File: config.mk
export PLATFORM = sky130hd
export DESIGN_NAME = pipe_hazard_ctrl_flat
export DESIGN_NICKNAME = d
export VERILOG_FILES = /design/src/rtl/pipe_hazard_ctrl_if.sv /design/src/rtl/pipe_hazard_ctrl.sv /design/src/flat_wrapper.sv
export SDC_FILE = /design/constraint.sdc
export NUM_CORES = 1
export LEC_CHECK = 0
export BUFFER_PORTS_ARGS = -buffer_cell sky130_fd_sc_hd__buf_2
export CAP_MARGIN = 10
export CORE_MARGIN = 4
export CORE_UTILIZATION = 45
export DETAILED_ROUTE_END_ITERATION = 6
export GPL_TIMING_DRIVEN = 0
export HOLD_SLACK_MARGIN = 0.1
export PLACE_DENSITY = 0.76
export SLEW_MARGIN = 5
export SYNTH_ARGS = -nofsm -noshare
export SYNTH_HDL_FRONTEND = slang
export SYNTH_SLANG_ARGS = --single-unit
File: constraint.sdc
create_clock -name clk -period 2.9 [get_ports clk]
set_input_delay 0.145 -clock clk [delete_from_list [all_inputs] [get_ports clk]]
set_output_delay 0.145 -clock clk [all_outputs]
set_load 0.01 [all_outputs]
File: src/rtl/pipe_hazard_ctrl_if.sv
// rtl/pipe_hazard_ctrl_if.sv - hazard inputs and stall/flush controls for pipe_hazard_ctrl
// Optional perf counter signals exist only when PIPE_HAZARD_PERF_EN is defined.
interface pipe_hazard_ctrl_if;
  logic [4:0] idRsAddr;
  logic [4:0] idRtAddr;
  logic       idUsesRs;
  logic       idUsesRt;
  logic       exMemRead;
  logic [4:0] exWriteRegAddr;
  logic       branchTakenE;
  logic       memReqM;
  logic       memAckM;
  logic       pcEn;
  logic       ifidEn;
  logic       ifidFlush;
  logic       idexEn;
  logic       idexFlush;
  logic       exmemEn;
  logic       memwbBubble;
  logic       memErr;
`ifdef PIPE_HAZARD_PERF_EN
  logic [31:0] stallCycles;
  logic [31:0] flushCount;
  logic [15:0] timeoutCount;
`endif

  modport master (
    output idRsAddr, idRtAddr, idUsesRs, idUsesRt, exMemRead, exWriteRegAddr,
           branchTakenE, memReqM, memAckM,
    input  pcEn, ifidEn, ifidFlush, idexEn, idexFlush, exmemEn, memwbBubble, memErr
`ifdef PIPE_HAZARD_PERF_EN
    , input stallCycles, flushCount, timeoutCount
`endif
  );

  modport slave (
    input  idRsAddr, idRtAddr, idUsesRs, idUsesRt, exMemRead, exWriteRegAddr,
           branchTakenE, memReqM, memAckM,
    output pcEn, ifidEn, ifidFlush, idexEn, idexFlush, exmemEn, memwbBubble, memErr
`ifdef PIPE_HAZARD_PERF_EN
    , output stallCycles, flushCount, timeoutCount
`endif
  );
endinterface

File: src/rtl/pipe_hazard_ctrl.sv
// rtl/pipe_hazard_ctrl.sv - stall/flush sequencer for the 5-stage pipeline
// PIPE_HAZARD_PERF_EN adds stall, flush and timeout counters.
module pipe_hazard_ctrl #(
  parameter int TIMEOUT_CYCLES = 16,
  parameter int CNT_W          = 8
) (
  input  logic              clk,
  input  logic              rst,
  pipe_hazard_ctrl_if.slave bus
);

  typedef enum logic {S_RUN, S_MEM_WAIT} state_t;

  localparam logic [CNT_W-1:0] LP_LAST = CNT_W'(TIMEOUT_CYCLES - 1);

  state_t           r_state;
  state_t           w_state_nxt;
  logic [CNT_W-1:0] r_cnt;
  logic [CNT_W-1:0] w_cnt_nxt;
  logic             r_mem_err;
  logic             w_timeout;
  logic             w_freeze;
  logic             w_load_use;
  logic             w_pc_en, w_ifid_en, w_ifid_flush, w_idex_en, w_idex_flush;
  logic             w_exmem_en, w_memwb_bubble;

  assign w_load_use = bus.exMemRead && (bus.exWriteRegAddr != 5'd0) &&
                      ((bus.idUsesRs && (bus.idRsAddr == bus.exWriteRegAddr)) ||
                       (bus.idUsesRt && (bus.idRtAddr == bus.exWriteRegAddr)));

  always_ff @(posedge clk) begin
    if (!rst) begin
      r_state   <= S_RUN;
      r_cnt     <= '0;
      r_mem_err <= 1'b0;
    end else begin
      r_state   <= w_state_nxt;
      r_cnt     <= w_cnt_nxt;
      r_mem_err <= w_timeout;
    end
  end

  always_comb begin
    w_state_nxt    = r_state;
    w_cnt_nxt      = r_cnt;
    w_timeout      = 1'b0;
    w_freeze       = 1'b0;
    w_pc_en        = 1'b1;
    w_ifid_en      = 1'b1;
    w_ifid_flush   = 1'b0;
    w_idex_en      = 1'b1;
    w_idex_flush   = 1'b0;
    w_exmem_en     = 1'b1;
    w_memwb_bubble = 1'b0;

    if (r_state == S_RUN) begin
      if (bus.memReqM && !bus.memAckM) begin
        w_freeze    = 1'b1;
        w_state_nxt = S_MEM_WAIT;
        w_cnt_nxt   = CNT_W'(1);
      end
    end else begin
      if (bus.memAckM) begin
        w_state_nxt = S_RUN;
        w_cnt_nxt   = '0;
      end else if (r_cnt == LP_LAST) begin
        // Give up on the hung access: release, but drop the faulting write.
        w_timeout   = 1'b1;
        w_state_nxt = S_RUN;
        w_cnt_nxt   = '0;
      end else begin
        w_freeze  = 1'b1;
        w_cnt_nxt = r_cnt + CNT_W'(1);
      end
    end

    if (!rst) begin
      w_state_nxt    = S_RUN;
      w_cnt_nxt      = '0;
      w_pc_en        = 1'b0;
      w_ifid_en      = 1'b0;
      w_idex_en      = 1'b0;
      w_exmem_en     = 1'b0;
    end else if (w_freeze) begin
      w_pc_en        = 1'b0;
      w_ifid_en      = 1'b0;
      w_idex_en      = 1'b0;
      w_exmem_en     = 1'b0;
      w_memwb_bubble = 1'b1;
    end else begin
      w_memwb_bubble = w_timeout;
      if (bus.branchTakenE) begin
        w_ifid_flush = 1'b1;
        w_idex_flush = 1'b1;
      end else if (w_load_use) begin
        w_pc_en      = 1'b0;
        w_ifid_en    = 1'b0;
        w_idex_flush = 1'b1;
      end
    end
  end

  assign bus.pcEn        = w_pc_en;
  assign bus.ifidEn      = w_ifid_en;
  assign bus.ifidFlush   = w_ifid_flush;
  assign bus.idexEn      = w_idex_en;
  assign bus.idexFlush   = w_idex_flush;
  assign bus.exmemEn     = w_exmem_en;
  assign bus.memwbBubble = w_memwb_bubble;
  assign bus.memErr      = r_mem_err;

`ifdef PIPE_HAZARD_PERF_EN
  logic [31:0] r_stall_cycles;
  logic [31:0] r_flush_count;
  logic [15:0] r_timeout_count;

  always_ff @(posedge clk) begin
    if (!rst) begin
      r_stall_cycles  <= '0;
      r_flush_count   <= '0;
      r_timeout_count <= '0;
    end else begin
      if (!w_pc_en)     r_stall_cycles  <= r_stall_cycles + 32'd1;
      if (w_ifid_flush) r_flush_count   <= r_flush_count + 32'd1;
      if (r_mem_err)    r_timeout_count <= r_timeout_count + 16'd1;
    end
  end

  assign bus.stallCycles  = r_stall_cycles;
  assign bus.flushCount   = r_flush_count;
  assign bus.timeoutCount = r_timeout_count;
`endif

endmodule

File: src/flat_wrapper.sv
// flat-port wrapper written by rule: the top's interface ports become plain ports
module pipe_hazard_ctrl_flat 
#(
  parameter int TIMEOUT_CYCLES = 16,
  parameter int CNT_W          = 8
)
  (clk, rst, bus_idRsAddr, bus_idRtAddr, bus_idUsesRs, bus_idUsesRt, bus_exMemRead, bus_exWriteRegAddr, bus_branchTakenE, bus_memReqM, bus_memAckM, bus_pcEn, bus_ifidEn, bus_ifidFlush, bus_idexEn, bus_idexFlush, bus_exmemEn, bus_memwbBubble, bus_memErr);
  pipe_hazard_ctrl_if bus_i ();
  input  logic clk;
  input  logic rst;
  input wire logic [$bits(bus_i.idRsAddr)-1:0] bus_idRsAddr;
  input wire logic [$bits(bus_i.idRtAddr)-1:0] bus_idRtAddr;
  input wire logic [$bits(bus_i.idUsesRs)-1:0] bus_idUsesRs;
  input wire logic [$bits(bus_i.idUsesRt)-1:0] bus_idUsesRt;
  input wire logic [$bits(bus_i.exMemRead)-1:0] bus_exMemRead;
  input wire logic [$bits(bus_i.exWriteRegAddr)-1:0] bus_exWriteRegAddr;
  input wire logic [$bits(bus_i.branchTakenE)-1:0] bus_branchTakenE;
  input wire logic [$bits(bus_i.memReqM)-1:0] bus_memReqM;
  input wire logic [$bits(bus_i.memAckM)-1:0] bus_memAckM;
  output wire logic [$bits(bus_i.pcEn)-1:0] bus_pcEn;
  output wire logic [$bits(bus_i.ifidEn)-1:0] bus_ifidEn;
  output wire logic [$bits(bus_i.ifidFlush)-1:0] bus_ifidFlush;
  output wire logic [$bits(bus_i.idexEn)-1:0] bus_idexEn;
  output wire logic [$bits(bus_i.idexFlush)-1:0] bus_idexFlush;
  output wire logic [$bits(bus_i.exmemEn)-1:0] bus_exmemEn;
  output wire logic [$bits(bus_i.memwbBubble)-1:0] bus_memwbBubble;
  output wire logic [$bits(bus_i.memErr)-1:0] bus_memErr;
  assign bus_i.idRsAddr = bus_idRsAddr;
  assign bus_i.idRtAddr = bus_idRtAddr;
  assign bus_i.idUsesRs = bus_idUsesRs;
  assign bus_i.idUsesRt = bus_idUsesRt;
  assign bus_i.exMemRead = bus_exMemRead;
  assign bus_i.exWriteRegAddr = bus_exWriteRegAddr;
  assign bus_i.branchTakenE = bus_branchTakenE;
  assign bus_i.memReqM = bus_memReqM;
  assign bus_i.memAckM = bus_memAckM;
  assign bus_pcEn = bus_i.pcEn;
  assign bus_ifidEn = bus_i.ifidEn;
  assign bus_ifidFlush = bus_i.ifidFlush;
  assign bus_idexEn = bus_i.idexEn;
  assign bus_idexFlush = bus_i.idexFlush;
  assign bus_exmemEn = bus_i.exmemEn;
  assign bus_memwbBubble = bus_i.memwbBubble;
  assign bus_memErr = bus_i.memErr;
  pipe_hazard_ctrl #(.TIMEOUT_CYCLES(TIMEOUT_CYCLES), .CNT_W(CNT_W)) u_core (.clk(clk), .rst(rst), .bus(bus_i));
endmodule
---- After elaboration in Yosys (flattened, before gate mapping) ----
Index checks and enable logic that the tools add are counted.
storage, ports and cells
  input bits .............................. 23
  output and inout port bits .............. 8
  memories kept ........................... 0
  RAM bits ................................ 0
  ROM bits ................................ 0
  bits in registers ....................... 10
  latch bits .............................. 0
  word-level logic and storage cells ...... 42
operators by class
  shift operators ......................... 0
  add/sub/neg operators ................... 1
  reduce and logical (&&, ||, !) cells .... 9
  equality and inequality tests ........... 3
  $mul .................................... 0
  magnitude comparators ................... 0
  muxes and demuxes ....................... 26
  divide/modulo/power cells ............... 0
  bitwise gates (word level) .............. 0
operators with widths
  kind                                                                   number
  8-bit two-way mux                                                      4
  1-bit two-way mux                                                      22
  5-bit equality test                                                    2
  8-bit by 1-bit adder with 8-bit output, second input constant          1
  8-bit by 4-bit equality test with 1-bit output, second input constant  1
  1-bit logical AND                                                      5
  5-bit nonzero test                                                     1
  2-bit nonzero test                                                     1
  1-bit logical NOT                                                      1
  1-bit logical OR                                                       1

---- Logic depth before layout (Yosys ltp) ----
Gate-level depths: netlist of the first run.
  depth after elaboration ................. 8
  mapped depth ............................ 6
  mapped depth without buffers ............ 5

---- Least setup slack after synthesis of the first run ----
Ideal clock, no wire load.
  path type ............................... register -> output
  start ................................... register u_core.r_cnt[0]
  end ..................................... output bus_pcEn
  slack ................................... 1184 ps
  buffers on the path ..................... 1
  required time ........................... 2755 ps
  arrival ................................. 1571 ps
  cell stages (with the launch flop) ...... 6
  cell sequence ........................... dfxtp_1 > ha_1 > nand4b_1 > o32ai_4 > o31a_1 > buf_4
between the ends
  cells in the longest elaborated chain, start to end .. 6
ends and longest elaborated chain
  what                                            line                    RTL
  from (decl)                                     pipe_hazard_ctrl.sv:18  logic [CNT_W-1:0] r_cnt;
  from (signal assigned)                          pipe_hazard_ctrl.sv:38  r_cnt <= w_cnt_nxt;
  8-bit by 4-bit equality test with 1-bit output  pipe_hazard_ctrl.sv:66  end else if (r_cnt == LP_LAST) begin
  1-bit two-way mux                               pipe_hazard_ctrl.sv:66
  1-bit two-way mux                               pipe_hazard_ctrl.sv:63  if (bus.memAckM) begin
  1-bit two-way mux                               pipe_hazard_ctrl.sv:56  if (r_state == S_RUN) begin
  1-bit two-way mux (2 in series)                 --
  to (decl)                                       flat_wrapper.sv:20      output wire logic [$bits(bus_i.pcEn)-1:0] bus_pcEn;
Every way passes these cells.

---- Worst setup path in the final report of the first run ----
  start ................................... register u_core.r_cnt[0]
  end ..................................... output bus_idexFlush
between the ends
  cells in the longest elaborated chain, start to end .. 6
ends and longest elaborated chain
  what                                            line                    RTL
  8-bit by 4-bit equality test with 1-bit output  pipe_hazard_ctrl.sv:66
  1-bit two-way mux                               pipe_hazard_ctrl.sv:66
  1-bit two-way mux                               pipe_hazard_ctrl.sv:63
  1-bit two-way mux                               pipe_hazard_ctrl.sv:56
  1-bit two-way mux                               pipe_hazard_ctrl.sv:84  end else if (w_freeze) begin
  1-bit two-way mux                               pipe_hazard_ctrl.sv:77  if (!rst) begin
  to (decl)                                       flat_wrapper.sv:24      output wire logic [$bits(bus_i.idexFlush)-1:0] bus_idexFlush;
Every way passes these cells.

==> run_results.csv, run 1 <==
group,metric,value,unit
floorplan,initial_core_util,48.03,%
sta,clock_skew,0.003308,ns
outcome,run_status,"completed",
synth,ys_seq_area_share,27.35,%
clock_tree,root_buffer,"clkbuf_4",
clock_tree,cts-buffers-inserted,3,
synth,synth_cell_types,41,
setup_path,crit_path_end_kind,"primary output",
sta,slew_viol_final,0,
synth,synth_ff_type,"dfxtp_1",
sta,worst-slew-pin-transition,0.2880,ns
synth,synthTopCellsByArea,"dfxtp_1 27%, xor2_1 11%, o211a_1 4.1%",
sta,final.setup.tns,0,ns
clock_tree,ctsHoldBuffers,0,
setup_path,crit_path_start_kind,"register",
synth,ys_async_sr_fraction,0,%
global_routing,grt-ovfl-total,0,
sta,slew_headroom,80.70,%
synth,synth_xor_area_share,13.16,%
sta,hold_ws,0.1573,ns
finish,area_growth,26.32,%
global_routing,grt_pass1_wl,2898,um
finish,layout.nets,140,
clock_tree,cts_tree,"yes",
clock_tree,clock_path_buffers,2,
detailed_routing,viasPerCell,5.654,
min_path,worstHoldPathType,"in -> reg",
finish,final_core_util,60.67,%
pwr,power_density,334.3,nW/um^2
sta,max_freq,468.2,MHz
sta,fin_crit,2.136,ns
setup_path,crit_type,"reg -> out",
setup_path,cp.arrival,1.99,ns
detailed_routing,firstDrtPassIters,4,
synth,syn_area,732.0,sq um
clock_tree,cts_resized,0,
setup_path,cp_num_buf_inv,1,
synth,synthMuxAreaShare,0,%
setup_path,worstPathRequired,2.76,ns
floorplan,pin_count,31,
global_routing,antenna_found_initial,0,
detailed_routing,drt-wirelength-per-cell,12.87,um
synth,ys_seq_elements,10,
place,place_hpwl,1357,um
sta,final.setup.worst_slack,0.7641,ns
clock_tree,cts_setup_buffers,0,
setup_path,critPathMaxStageDelay,0.40,ns
floorplan,core_area,1524,sq um
synth,netlist_instances,81,
setup_path,crit_path_top_delay_cell,"dfxtp_1",
pwr,ir_drop,0.0001693,V
detailed_routing,wl,1673,um
place,routabilityCongestion,0.7875,
sta,rsz0062_at_grt,"false",
setup_path,critPathTopFamily,"compound AO/OA/AOI/OAI gates",
sta,finalHoldViolCount,0,
detailed_routing,drtIter0Drc,8,
synth,synth.net_count,105,
floorplan,die_w,48.33,um
global_routing,grt_use_total,14.97,%
synth,synth_simple_gate_area_share,21.54,%
clock_tree,clock_latency,0.27,ns
synth,synth_top_family_by_area,"compound AO/OA/AOI/OAI gates",
clock_tree,cts.htree.levels,1,
sta,period_share,73.65,%
floorplan,dieHeight,48.33,um
place,numPortBuffers,30,
finish,drive_above_1_share,38.60,%
pwr,power,0.0003091,W
global_routing,grt_max_degree,10,
place,pre_cts_ws,1.042,ns
pwr,p_leak,0.4527,nW
floorplan,std_cell_rows,14,
global_routing,first_global_vias,682,
synth,synth_fa_ha_area_share,1.709,%
synth,synth-compound-area-share,31.28,%
clock_tree,clock-sinks,10,
setup_path,path_cells,"ha_1 -> nand4b_1 -> o32ai_4 -> and2_4 -> o21bai_1 -> buf_2",
detailed_routing,drtAntennaViolNets,0,
synth,yosysWarnings,0,
setup_path,path_max_fanout,5,
clock_tree,path_clk_slew,0.07,ns
synth,syn_area_per_cell,9.036,sq um
finish,antenna_cells,0,
detailed_routing,vias,735,
detailed_routing,drcViolationCount,0,
run,max_cap_viol_count,0,
synth,synth_edf_count,0,
synth,yosysTopAreaCell,"dfxtp_1",
sta,setup-violations-final,0,
floorplan,die-area,2336,sq um
synth,synth_top_area_share,27.35,%
==> final timing paths <==
path	slack, ns	start	endpoint	cells past startpoint
worst max register to register	1.30	u_core.r_cnt[0]$_SDFFE_PN0P_	u_core.r_cnt[7]$_SDFFE_PN0P_	5
worst min register to register	0.54	u_core.r_cnt[0]$_SDFFE_PN0P_	u_core.r_cnt[0]$_SDFFE_PN0P_	2
worst min-delay path	0.16	rst	u_core.r_cnt[3]$_SDFFE_PN0P_	2
worst max-delay path	0.76	u_core.r_cnt[0]$_SDFFE_PN0P_	bus_idexFlush	6
==> Yosys cell counts (2+ instances only) <==
cell / instances
o21ai_0: 3
inv_1: 3
nor2_1: 3
nor4_1: 2
a21oi_1: 3
nor2b_1: 4
buf_4: 2
a22oi_1: 2
o211a_1: 3
and3_1: 4
xnor2_1: 2
o211ai_1: 2
xor2_1: 9
nand2_1: 2
dfxtp_1: 10
a41oi_1: 2
==> flip-flops by register name, summed over array words and instances (netlist names) <==
name,flops
u_core.r_state,1
u_core.r_cnt,8
u_core.bus.memErr,1
==> cells in the final DEF, fill, tap and decap left out, types with 2 or more instances in the layout <==
cell type	instances
dfxtp_1	10
clkbuf_4	3
nand2_1	2
inv_1	3
xnor2_1	2
buf_2	31
and3_1	4
o21ai_0	3
nor2b_1	4
a22oi_1	2
nor4_1	2
xor2_1	9
o211ai_1	2
a41oi_1	2
buf_4	2
a21oi_1	3
nor2_1	3
o211a_1	3
==> power breakdown <==
part / leakage, nW / switching [W] / internal, W
Sequential: 0.0809 / 0.00000167 / 0.000139
Clock: 0.0138 / 0.0000496 / 0.0000480
Combinational: 0.358 / 0.0000348 / 0.0000358
==> cell type report <==
cell class                 count  area (sq um)
tap                           16         20.02
fill                         142         599.3
buffer                         4         25.02
clock buffer                   3         22.52
timing repair buffer          30         150.1
multi-input combinational     64         495.5
sequential                    10         200.2
inverter                       3         11.26
==> per-layer routing <==
layer | routed length (um) | GRT usage (%)
met5 | 0 | 0
met4 | 27 | 6.912
met3 | 116 | 2.147
met2 | 808 | 24.57
met1 | 721 | 19.02
==> per-stage QoR <==
| stage | instances | cell area [sq um] |
|---|---|---|
| final | 130 | 924.6 |
| after CTS | 130 | 924.6 |
| after global routing | 130 | 924.6 |
| after detailed placement | 127 | 902.1 |
| after floorplan | 81 | 732.0 |
| after global placement | 127 | 902.1 |
==> cell families (layout without fill, tap and decap cells) <==
group,Yosys count,in the layout
compound gates,27,27
xor+xnor,11,11
fa+ha+maj,1,1
buf+inv,7,40
flops,10,10
simple gates,25,25
==> worst register-to-register path: stages (launching register included) <==
cell and delay [ns]:
dfxtp_1 0.40, ha_1 0.22, nand4b_1 0.27, o21ai_2 0.31, a31oi_1 0.06, o221a_2 0.24
No activity file was read; power rests on OpenSTA's default activity.
==> run 2, diff against run 1 <==
--- a/config.mk
+++ b/config.mk
@@ -8,11 +8,11 @@
 export BUFFER_PORTS_ARGS = -buffer_cell sky130_fd_sc_hd__buf_2
 export CAP_MARGIN = 10
 export CORE_MARGIN = 4
-export CORE_UTILIZATION = 45
+export CORE_UTILIZATION = 41
 export DETAILED_ROUTE_END_ITERATION = 6
 export GPL_TIMING_DRIVEN = 0
 export HOLD_SLACK_MARGIN = 0.1
-export PLACE_DENSITY = 0.76
+export PLACE_DENSITY = 0.73
 export SLEW_MARGIN = 5
 export SYNTH_ARGS = -nofsm -noshare
 export SYNTH_HDL_FRONTEND = slang
==> constraint.sdc (replaced) <==
create_clock -name clk -period 1.8 [get_ports clk]
set_input_delay 0.09 -clock clk [delete_from_list [all_inputs] [get_ports clk]]
set_output_delay 0.09 -clock clk [all_outputs]
set_load 0.01 [all_outputs]
==> run_results.csv, run 2 (synthesized netlist as in run 1, its figures left out) <==
group,metric,value,unit
setup_path,crit_path_top_delay_cell,"o32ai_4",
pwr,p_leak,0.4927,nW
min_path,worstHoldPathType,"in -> reg",
clock_tree,cts-buffers-inserted,3,
setup_path,path_max_fanout,5,
sta,period_share,103.6,%
sta,setup-violations-final,2,
finish,finalInstanceArea,1031,sq um
pwr,power,0.0005503,W
detailed_routing,drcViolationCount,0,
sta,fin_crit,1.865,ns
global_routing,grt_pass1_wl,3070,um
place,place_area,913.4,sq um
finish,antenna_cells,0,
clock_tree,cts.htree.levels,1,
finish,area_growth,40.85,%
clock_tree,root_buffer,"clkbuf_4",
detailed_routing,drtAntennaViolNets,0,
sta,worst-slew-pin-transition,0.2979,ns
pwr,power_density,533.8,nW/um^2
finish,regMostFlops,"u_core.r_cnt",
clock_tree,clock-sinks,10,
place,numPortBuffers,30,
sta,rsz0062_at_grt,"true",
detailed_routing,vias,755,
finish,drive_above_1_share,44.63,%
sta,clock_skew,0.01034,ns
clock_tree,path_clk_slew,0.06,ns
floorplan,dieHeight,50.25,um
setup_path,critPathMaxStageDelay,0.38,ns
setup_path,crit_type,"reg -> out",
clock_tree,clock_latency,0.27,ns
setup_path,worstPathRequired,1.71,ns
sta,max_freq,536.1,MHz
floorplan,std_cell_rows,15,
finish,fillers,160,
setup_path,cp.arrival,1.78,ns
finish,seqCellArea,209.0,sq um
detailed_routing,drtIter0Drc,5,
sta,slew_viol_final,0,
global_routing,antenna_found_initial,0,
setup_path,crit_path_end_kind,"primary output",
sta,finalHoldViolCount,0,
detailed_routing,firstDrtPassIters,4,
finish,layout_common_cells,"29 x buf_2, 9 x xor2_1, 7 x buf_4, 7 x dfxtp_1",
sta,slew_headroom,80.14,%
detailed_routing,wl,1904,um
setup_path,crit_path_start_kind,"register",
clock_tree,cts_tree,"yes",
global_routing,first_global_vias,746,
place,place_hpwl,1383,um
place,routabilityCongestion,0.7943,
global_routing,grt_max_degree,10,
floorplan,initial_core_util,42.86,%
finish,layout.nets,146,
setup_path,path_cells,"ha_4 -> nand4b_1 -> o32ai_4 -> and2_4 -> o21bai_1 -> buf_2",
finish,multi_input_comb_area,508.0,sq um
finish,mostFrequentLayoutCell,"buf_2",
pwr,ir_drop,0.0004784,V
detailed_routing,viasPerCell,5.171,
clock_tree,clock_path_buffers,2,
sta,final.setup.worst_slack,-0.06517,ns
outcome,run_status,"finished with violations",
detailed_routing,drt-wirelength-per-cell,13.04,um
setup_path,cp_num_buf_inv,1,
finish,largest_reg_flops,8,
global_routing,grt-ovfl-total,0,
floorplan,die_w,50.25,um
global_routing,grt_use_total,15.94,%
floorplan,pin_count,31,
outcome,violations,"negative setup slack",
floorplan,die-area,2525,sq um
floorplan,core_area,1708,sq um
run,max_cap_viol_count,0,
setup_path,critPathTopFamily,"compound AO/OA/AOI/OAI gates",
==> run 2: cell types whose count changed in the layout (fill, tap and decap cells not counted), moves of 2 or more <==
| cell | before | now |
|---|---|---|
| dfxtp_4 | 0 | 2 |
| dfxtp_1 | 10 | 7 |
| buf_6 | 0 | 2 |
| buf_2 | 31 | 29 |
| buf_4 | 2 | 7 |
==> run 2: worst min-delay path, delay by kind of cell <==
kind                   cells  cell delay [ns]
AOI/OAI and AO/OA          2             0.13
buffers and inverters      2             0.15
==> run 2: cell type report <==
cell class                      count  area share (%)
Timing Repair Buffer               37           21.12
Inverter                            3           1.092
Multi-Input combinational cell     64           49.27
Clock buffer                        4           3.519
Tap cell                           25           3.034
Sequential cell                    10           20.27
Buffer                              3           1.699
==> run 2: layer usage <==
layer / GRT usage [%] / share of wire [%]
met5: 0 / 0
met4: 4.147 / 0.37
met3: 6.528 / 4.0
met2: 28.04 / 51
met1: 17.45 / 44
==> run 2: final timing paths <==
path	from	end	slack [ns]	cells past startpoint
worst min register to register	u_core.r_cnt[0]$_SDFFE_PN0P_	u_core.r_cnt[0]$_SDFFE_PN0P_	0.52	2
worst max-delay path	u_core.r_cnt[1]$_SDFFE_PN0P_	bus_idexFlush	-0.07	6
worst min-delay path	bus_memAckM	u_core.r_cnt[0]$_SDFFE_PN0P_	0.15	4
worst max register to register	u_core.r_cnt[5]$_SDFFE_PN0P_	u_core.r_cnt[7]$_SDFFE_PN0P_	0.26	5
==> run 2: per-stage QoR <==
step	util, %	setup WS (ns)	hold WS [ns]	instances	TNS, ns
after detailed placement	53.48	0.01425	0.3821	136	0
after global placement	53.48	0.04786	0.3906	136	0
after global routing	60.37	-0.1636	0.1878	146	-0.4512
after floorplan	-	0.1392	0.2234	81	0
after CTS	59.56	-0.07426	0.1538	146	-0.1321
final	60.37	-0.06517	0.1545	146	-0.1116
==> run 2: timing repair <==
item	4_1_cts	5_1_grt
buffers inserted	5	1
hold buffers	1	0
pin swaps	2	3
endpoints found under the setup margin	6	5
endpoints found under the hold margin	1	0
resized for setup	6	3
==> run 2: where the power goes <==
part / switching (W) / internal, W / total, W
sequential: 0.00000290 / 0.000223 / 0.000225
combinational: 0.0000580 / 0.0000652 / 0.000123
clock: 0.0000789 / 0.000123 / 0.000202
total: 0.000140 / 0.000411 / 0.000550
==> run 3, diff against run 2 <==
==> constraint.sdc (replaced) <==
create_clock -name clk -period 1.53 [get_ports clk]
set_input_delay 0.0765 -clock clk [delete_from_list [all_inputs] [get_ports clk]]
set_output_delay 0.0765 -clock clk [all_outputs]
set_load 0.01 [all_outputs]
==> run_results.csv, run 3 (synthesized netlist as in run 1, its figures left out) <==
group,metric,value,unit
outcome,run_status,"finished with violations",
outcome,violations,"negative setup slack",
detailed_routing,drtIter0Drc,15,
detailed_routing,drcViolationCount,0,
detailed_routing,drt-wirelength-per-cell,13.50,um
place,numPortBuffers,30,
detailed_routing,viasPerCell,5.359,
pwr,power_density,565.8,nW/um^2
floorplan,core_area,1708,sq um
pwr,ir_drop,0.0003551,V
sta,setup-violations-final,6,
min_path,worstHoldPathType,"in -> reg",
sta,rsz0062_at_grt,"true",
run,max_cap_viol_count,0,
floorplan,pin_count,31,
place,place_area,929.6,sq um
global_routing,first_global_vias,774,
sta,final.setup.tns,-1.310,ns
place,place_hpwl,1442,um
global_routing,grt_use_total,17.16,%
sta,slew_headroom,72.37,%
floorplan,std_cell_rows,15,
place,routabilityCongestion,0.7722,
sta,final.setup.worst_slack,-0.3331,ns
detailed_routing,wl,1957,um
sta,fin_crit,1.863,ns
floorplan,dieHeight,50.25,um
clock_tree,path_clk_slew,0.07,ns
pwr,power,0.0005997,W
clock_tree,root_buffer,"clkbuf_4",
setup_path,critPathMaxStageDelay,0.40,ns
finish,finalInstanceArea,1060,sq um
finish,layout_common_cells,"26 x buf_2, 9 x xor2_1, 7 x dfxtp_1, 6 x buf_4, 5 x buf_6",
sta,clock_skew,0.004270,ns
setup_path,path_cells,"or3_4 -> o32ai_4 -> o211ai_1 -> o21bai_4 -> buf_6",
floorplan,initial_core_util,42.86,%
clock_tree,clock-sinks,10,
global_routing,grt-ovfl-total,0,
setup_path,cp.arrival,1.79,ns
global_routing,grt_pass1_wl,3339,um
floorplan,die-area,2525,sq um
finish,final_core_util,62.05,%
sta,slew_viol_final,0,
sta,worst-slew-pin-transition,0.4145,ns
sta,finalHoldViolCount,0,
finish,mostFrequentLayoutCell,"buf_2",
finish,drive_above_1_share,44.17,%
floorplan,die_w,50.25,um
setup_path,crit_path_top_delay_cell,"or3_4",
detailed_routing,vias,777,
clock_tree,cts-buffers-inserted,3,
setup_path,worstPathRequired,1.45,ns
sta,period_share,121.8,%
finish,largest_reg_flops,8,
setup_path,crit_type,"reg -> out",
finish,antenna_cells,0,
finish,regMostFlops,"u_core.r_cnt",
clock_tree,clock_latency,0.26,ns
setup_path,path_max_fanout,5,
sta,hold_ws,0.1513,ns
pwr,p_leak,0.4941,nW
finish,fillers,148,
global_routing,grt_max_degree,10,
setup_path,crit_path_end_kind,"primary output",
clock_tree,clock_path_buffers,2,
setup_path,crit_path_start_kind,"register",
clock_tree,cts_tree,"yes",
detailed_routing,firstDrtPassIters,4,
sta,max_freq,536.7,MHz
finish,layout.nets,146,
global_routing,antenna_found_initial,0,
finish,area_growth,44.79,%
clock_tree,cts.htree.levels,1,
detailed_routing,drtAntennaViolNets,0,
-- run 3: changes by cell type in the layout (fill, tap and decap cells not counted), sizes merged --
| cell | previous run | this run |
|---|---|---|
| buf | 38 | 37 |
| clkbuf | 5 | 4 |
| dlygate4sd3 | 1 | 2 |
-- run 3: cell type report --
| type | instances | area (sq um) | area share [%] |
|---|---|---|---|
| timing repair buffer | 36 | 229.0 | 21.61 |
| buffer | 4 | 30.03 | 2.834 |
| inverter | 3 | 11.26 | 1.063 |
| clock buffer | 3 | 22.52 | 2.125 |
| sequential | 10 | 209.0 | 19.72 |
| multi-input combinational | 64 | 526.8 | 49.70 |
| tap | 25 | 31.28 | 2.952 |
-- run 3: timing repair --
action	in CTS	in global routing
gates resized for setup	7	7
endpoints found under the setup margin	8	11
setup buffers	3	2
hold buffers	2	0
hold endpoints to repair	2	0
pin swaps	4	0
-- run 3: metal layers --
metal,GRT usage [%],wire [um],vias up
met3,5.935,60,2
met4,5.530,6,0
met2,28.26,1054,11
li1,-,-,385
met1,20.65,836,379
met5,0,0,-
-- run 3: stage by stage --
| stage | worst slack, ns | std cells |
|---|---|---|
| 2_1_floorplan | -0.04577 | 81 |
| 3_3_place_gp | -0.2213 | 136 |
| 3_5_place_dp | -0.2521 | 136 |
| 4_1_cts | -0.3506 | 144 |
| 5_1_grt | -0.3974 | 145 |
| 6_report | -0.3331 | 145 |
-- run 3: worst max-delay path, delay by kind of cell, from the launching register on --
kind / cells / cell delay (ns)
flops: 1 / 0.34
buf+inv: 1 / 0.11
compound gates: 3 / 0.66
simple gates: 1 / 0.40
-- run 3: path summary, 6_finish.rpt --
kind / startpoint / slack [ns] / depth (start not counted) / to
max: u_core.r_cnt[5]$_SDFFE_PN0P_ / -0.33 / 5 / bus_idexFlush
max reg2reg: u_core.r_cnt[5]$_SDFFE_PN0P_ / 0.03 / 5 / u_core.r_cnt[7]$_SDFFE_PN0P_
min: bus_memAckM / 0.15 / 4 / u_core.r_cnt[0]$_SDFFE_PN0P_
min reg2reg: u_core.r_cnt[0]$_SDFFE_PN0P_ / 0.52 / 2 / u_core.r_cnt[0]$_SDFFE_PN0P_
-- run 3: where the power goes --
part | internal, W | switching (W)
Clock | 0.0000908 | 0.0000889
Sequential | 0.000262 | 0.00000354
Combinational | 0.0000830 | 0.0000714
Total | 0.000436 | 0.000164
